**config.mk**
```make
export PLATFORM = sky130hd
export DESIGN_NAME = boron_round_ctrl
export DESIGN_NICKNAME = d
export VERILOG_FILES = /design/src/rtl/boron_round_ctrl.sv
export SDC_FILE = /design/constraint.sdc
export NUM_CORES = 1
export LEC_CHECK = 0
export CAP_MARGIN = 20
export CORE_MARGIN = 4
export CORE_UTILIZATION = 47
export DETAILED_ROUTE_END_ITERATION = 16
export GPL_TIMING_DRIVEN = 1
export PLACE_DENSITY = 0.95
export SETUP_SLACK_MARGIN = 0.2
export SLEW_MARGIN = 20
export SYNTH_ARGS = -nofsm -noshare
export SYNTH_HDL_FRONTEND = slang
export SYNTH_SLANG_ARGS = --single-unit
```
**constraint.sdc**
```tcl
create_clock -name clk_i -period 10.2 [get_ports clk_i]
set_input_delay 2.04 -clock clk_i [delete_from_list [all_inputs] [get_ports clk_i]]
set_output_delay 2.04 -clock clk_i [all_outputs]
set_load 0.02 [all_outputs]
```
**src/rtl/boron_round_ctrl.sv**
```systemverilog
// Iterative round sequencer for the Boron 64-bit block cipher: owns the cipher state,
// drives one external round datapath per clock and indexes the external key schedule.
module boron_round_ctrl #(
    parameter int unsigned ROUNDS = 25
) (
    input  logic        clk_i,
    input  logic        rst_i,
    input  logic        start_i,
    input  logic        dec_i,
    input  logic [63:0] data_i,
    input  logic [63:0] rk_i,
    input  logic [63:0] rnd_out_i,
    output logic [4:0]  rk_idx_o,
    output logic [63:0] rnd_in_o,
    output logic        dec_o,
    output logic        busy_o,
    output logic        done_o,
    output logic [63:0] data_o
);

    typedef enum logic [1:0] {
        S_IDLE,
        S_ROUND,
        S_FINAL,
        S_DONE
    } fsm_t;

    localparam logic [4:0] LAST_RND = 5'(ROUNDS - 1);
    localparam logic [4:0] LAST_KEY = 5'(ROUNDS);

    fsm_t        fsm_q, fsm_d;
    logic [63:0] state_q, state_d;
    logic [4:0]  cnt_q, cnt_d;
    logic        dec_q, dec_d;
    logic        busy_q, busy_d;
    logic        done_q, done_d;
    logic [63:0] data_q, data_d;

    // NOTE: every signal written here gets a hold/default value first, so no path
    // through the case statement can leave one unassigned and infer a latch.
    always_comb begin
        fsm_d   = fsm_q;
        state_d = state_q;
        cnt_d   = cnt_q;
        dec_d   = dec_q;
        busy_d  = busy_q;
        done_d  = 1'b0;
        data_d  = data_q;

        unique case (fsm_q)
            S_IDLE: begin
                if (start_i) begin
                    fsm_d   = S_ROUND;
                    state_d = data_i;
                    dec_d   = dec_i;
                    cnt_d   = 5'd0;
                    busy_d  = 1'b1;
                end
            end
            S_ROUND: begin
                state_d = rnd_out_i;
                cnt_d   = cnt_q + 5'd1;
                if (cnt_q == LAST_RND) begin
                    fsm_d = S_FINAL;
                end
            end
            S_FINAL: begin
                // Result is registered on the way into DONE so done_o and data_o
                // are both visible during the DONE cycle.
                state_d = state_q ^ rk_i;
                data_d  = state_q ^ rk_i;
                done_d  = 1'b1;
                busy_d  = 1'b0;
                fsm_d   = S_DONE;
            end
            S_DONE: begin
                cnt_d = 5'd0;
                fsm_d = S_IDLE;
            end
            default: begin
                fsm_d = S_IDLE;
            end
        endcase
    end

    // NOTE: sequential state uses non-blocking assignments so every register
    // samples the pre-edge values, independent of statement order.
    always_ff @(posedge clk_i or posedge rst_i) begin
        if (rst_i) begin
            fsm_q   <= S_IDLE;
            state_q <= '0;
            cnt_q   <= '0;
            dec_q   <= 1'b0;
            busy_q  <= 1'b0;
            done_q  <= 1'b0;
            data_q  <= '0;
        end else begin
            fsm_q   <= fsm_d;
            state_q <= state_d;
            cnt_q   <= cnt_d;
            dec_q   <= dec_d;
            busy_q  <= busy_d;
            done_q  <= done_d;
            data_q  <= data_d;
        end
    end

    // Encrypt walks keys 0..ROUNDS, decrypt walks ROUNDS..0.
    always_comb begin
        rk_idx_o = 5'd0;
        unique case (fsm_q)
            S_ROUND: rk_idx_o = dec_q ? (LAST_KEY - cnt_q) : cnt_q;
            S_FINAL: rk_idx_o = dec_q ? 5'd0 : LAST_KEY;
            default: rk_idx_o = 5'd0;
        endcase
    end

    assign rnd_in_o = state_q ^ rk_i;
    assign dec_o    = dec_q;
    assign busy_o   = busy_q;
    assign done_o   = done_q;
    assign data_o   = data_q;

endmodule
```
==> flow_summary.json <==
{
  "wl_um": 27100,
  "drv_slew": 0,
  "coreArea_sq_mm": 0.0165,
  "syn_avg_cell_area_sq_um": 8.80,
  "antenna_found_initial": 1,
  "syn_nets": 1102,
  "ys.flop_type": "dfrtp_1",
  "area_delta_synth_final_pct": 50.6,
  "p_int_mw": 2.43,
  "fill_cells": 1139,
  "required_ns": 8.16,
  "boundaryPins": 332,
  "outcome": "finished clean",
  "slowest_delay_ns": 0.68,
  "crit_chain": "clkdlybuf4s50_1 -> xor2_1 -> clkdlybuf4s50_1",
  "cap_violations": 0,
  "finalWeightedCongestion": 0.874,
  "reg2reg_to": "state_q[15]",
  "power.leakage_nw": 5.16,
  "layout_common_cells": "clkdlybuf4s50_1 (331), dfrtp_1 (138), nand2_1 (137)",
  "clk_latency_ns": 0.41,
  "synth_top_area_share_pct": 43.7,
  "drt_pass1_iterations": 5,
  "final.setup.tns_ns": 0,
  "ir_worst_vdd_mv": 0.270,
  "ys_ff_latch": 138,
  "cts_resized": 0,
  "cts_root_buffer": "clkbuf_16",
  "grt_pass1_vias": 8045,
  "p_clk_share_pct": 13.4,
  "drc": 0,
  "clock_sinks": 138,
  "drt_iter0_drc": 432,
  "r2r-start": "fsm_q[1]",
  "setup_viol": 0,
  "fmax_mhz": 178,
  "syn_inst": 898,
  "cp_common_cell": "clkdlybuf4s50_1",
  "grt_max_degree": 72,
  "via_per_inst": 5.51,
  "gr-total-overflow": 0,
  "antenna_cells": 0,
  "r2r_slack_ns": 6.72,
  "post-route-util_pct": 72.0,
  "grt_pass1_wl_um": 41200,
  "port_buffers": 331,
  "synth_top_area_cell": "dfrtp_1",
  "wire_per_inst_um": 18.9,
  "switching_share_pct": 46.0,
  "maxSlewHeadroom_pct": 37.3,
  "netlist_area_sq_mm": 0.00790,
  "hold_buffers": 0,
  "ctsHtreeMaxLevel": 4,
  "final_common_cell": "clkdlybuf4s50_1",
  "criticalPathCategory": "in2out",
  "r2r_cells": 7,
  "cts_buffers": 17,
  "grtUsageTotal_pct": 28.0,
  "min_path_type": "reg2reg",
  "p_switching_mw": 2.07,
  "synth_edf_count": 0,
  "worst_clock_skew_ns": 0.0119,
  "min_to": "data_o[19]",
  "cp.arrival_ns": 3.58,
  "cts_setup_buffers": 0,
  "p_per_area_mw_per_mm2": 378,
  "start_util_pct": 47.8,
  "die_area_sq_mm": 0.0190,
  "start_kind": "input pin",
  "slowest_stage": "clkdlybuf4s50_1",
  "hp-start": "data_o[19]",
  "power_frac_seq_pct": 23.6,
  "period_share_pct": 55.1,
  "num-nets-final": 1408,
  "cts_tree": "yes",
  "async_flop_share_pct": 100,
  "yosysSeqAreaShare_pct": 43.7,
  "hold_depth": 1,
  "hold_viol_final": 0,
  "crit_path_start": "rk_i[42]",
  "synth.area.top_cells": "dfrtp_1 (44%), a21oi_1 (8.4%), mux2_2 (7.3%), a32oi_1 (7.1%), xor2_1 (7.1%)",
  "vias": 7917,
  "min_period_ns": 5.62,
  "layout-drive-gt1-share_pct": 7.89,
  "critPathBufInv": 2,
  "netlist-cell-type-count": 33,
  "crit_family": "buffers and inverters",
  "whs_ns": 0.481,
  "max_slew.worst_pin.slew_ns": 0.941,
  "die_h_um": 138,
  "critical_path.max_fanout": 3,
  "p_comb_share_pct": 63.1,
  "rsz0062_at_grt": "false",
  "die_x_um": 138,
  "cts.clk_slew.worst_paths_ns": 0.06,
  "ys_warn_count": 0,
  "ant_nets": 0,
  "dp_hpwl_um": 19300,
  "clk_path_buf_depth": 2,
  "end_kind": "primary output",
  "row_count": 47
}
[power by group through the flow]
stage	logic, mW	registers, mW	clock network [mW]
finish	2.84	1.06	0.602
global route	3.07	1.09	0.641
CTS	2.84	1.06	0.613
detailed placement	2.83	1.06	0
global placement	2.70	1.04	0
floorplan	1.58	1.19	0
[cells in the mapped netlist (7+ instances only)]
cell type  instances
a21oi_1          133
a32oi_1           64
buf_2             24
clkbuf_1          20
dfrtp_1          138
ha_1               8
inv_1            136
mux2_1            14
mux2_2            51
nand2_1          137
nor2_1             7
o21ai_1           70
xor2_1            64
[area by class of cell]
class	instances	area [sq um]	share of cell area, %
Multi-Input combinational cell	571	3710	31.2
Sequential cell	138	3450	29.0
Timing Repair Buffer	339	3370	28.3
Inverter	137	519	4.36
Clock buffer	21	450	3.78
Tap cell	220	275	2.31
Clock inverter	10	121	1.02
[stage by stage]
step,power [mW],setup WS [ns],cell area (sq um),instances
5_1_grt,4.80,4.53,11900,1436
2_1_floorplan,2.77,4.46,7900,898
3_3_place_gp,3.74,4.59,11300,1405
4_1_cts,4.51,4.58,11900,1436
6_report,4.50,4.58,11900,1436
3_5_place_dp,3.89,4.59,11300,1405
[routing by layer]
layer,routed length [um],GRT usage [%],up-vias
li1,-,-,3660
met1,10200,32.0,3816
met2,13700,48.3,368
met3,2270,8.66,71
met4,913,12.1,2
met5,7,0,-
[cell families (layout without fill, tap and decap cells)]
logic type | Yosys count | in the layout | share of synthesized area (%)
adder cells (fa/ha/maj) | 8 | 8 | 1.27
flip-flops | 138 | 138 | 43.7
multiplexers | 67 | 67 | 9.52
AND/OR/NAND/NOR | 155 | 155 | 7.78
XOR/XNOR | 65 | 65 | 7.21
AO/OA/AOI/OAI | 276 | 276 | 20.7
buffers and inverters | 189 | 507 | 9.79
[worst max path at each step]
stage | cells past startpoint | slack, ns | endpoint
floorplan | 1 | 4.46 | busy_o
global placement | 3 | 4.59 | rnd_in_o[59]
detailed placement | 3 | 4.59 | rnd_in_o[42]
CTS | 3 | 4.58 | rnd_in_o[59]
global route | 3 | 4.53 | rnd_in_o[59]
finish | 3 | 4.58 | rnd_in_o[42]
[state kept, by name, summed over array words and instances, names as in the netlist]
register / cells
data_o: 64
state_q: 64
cnt_q: 5
fsm_q: 2
busy_o: 1
dec_o: 1
done_o: 1
[worst register-to-register path: stages (launching register included)]
cell and delay [ns]:
dfrtp_1 0.40, inv_1 0.11, ha_2 0.67, buf_4 0.61
and2_2 0.77, buf_4 0.50, a21oi_1 0.21, a21oi_1 0.14
(Power assumes the default switching activity.)
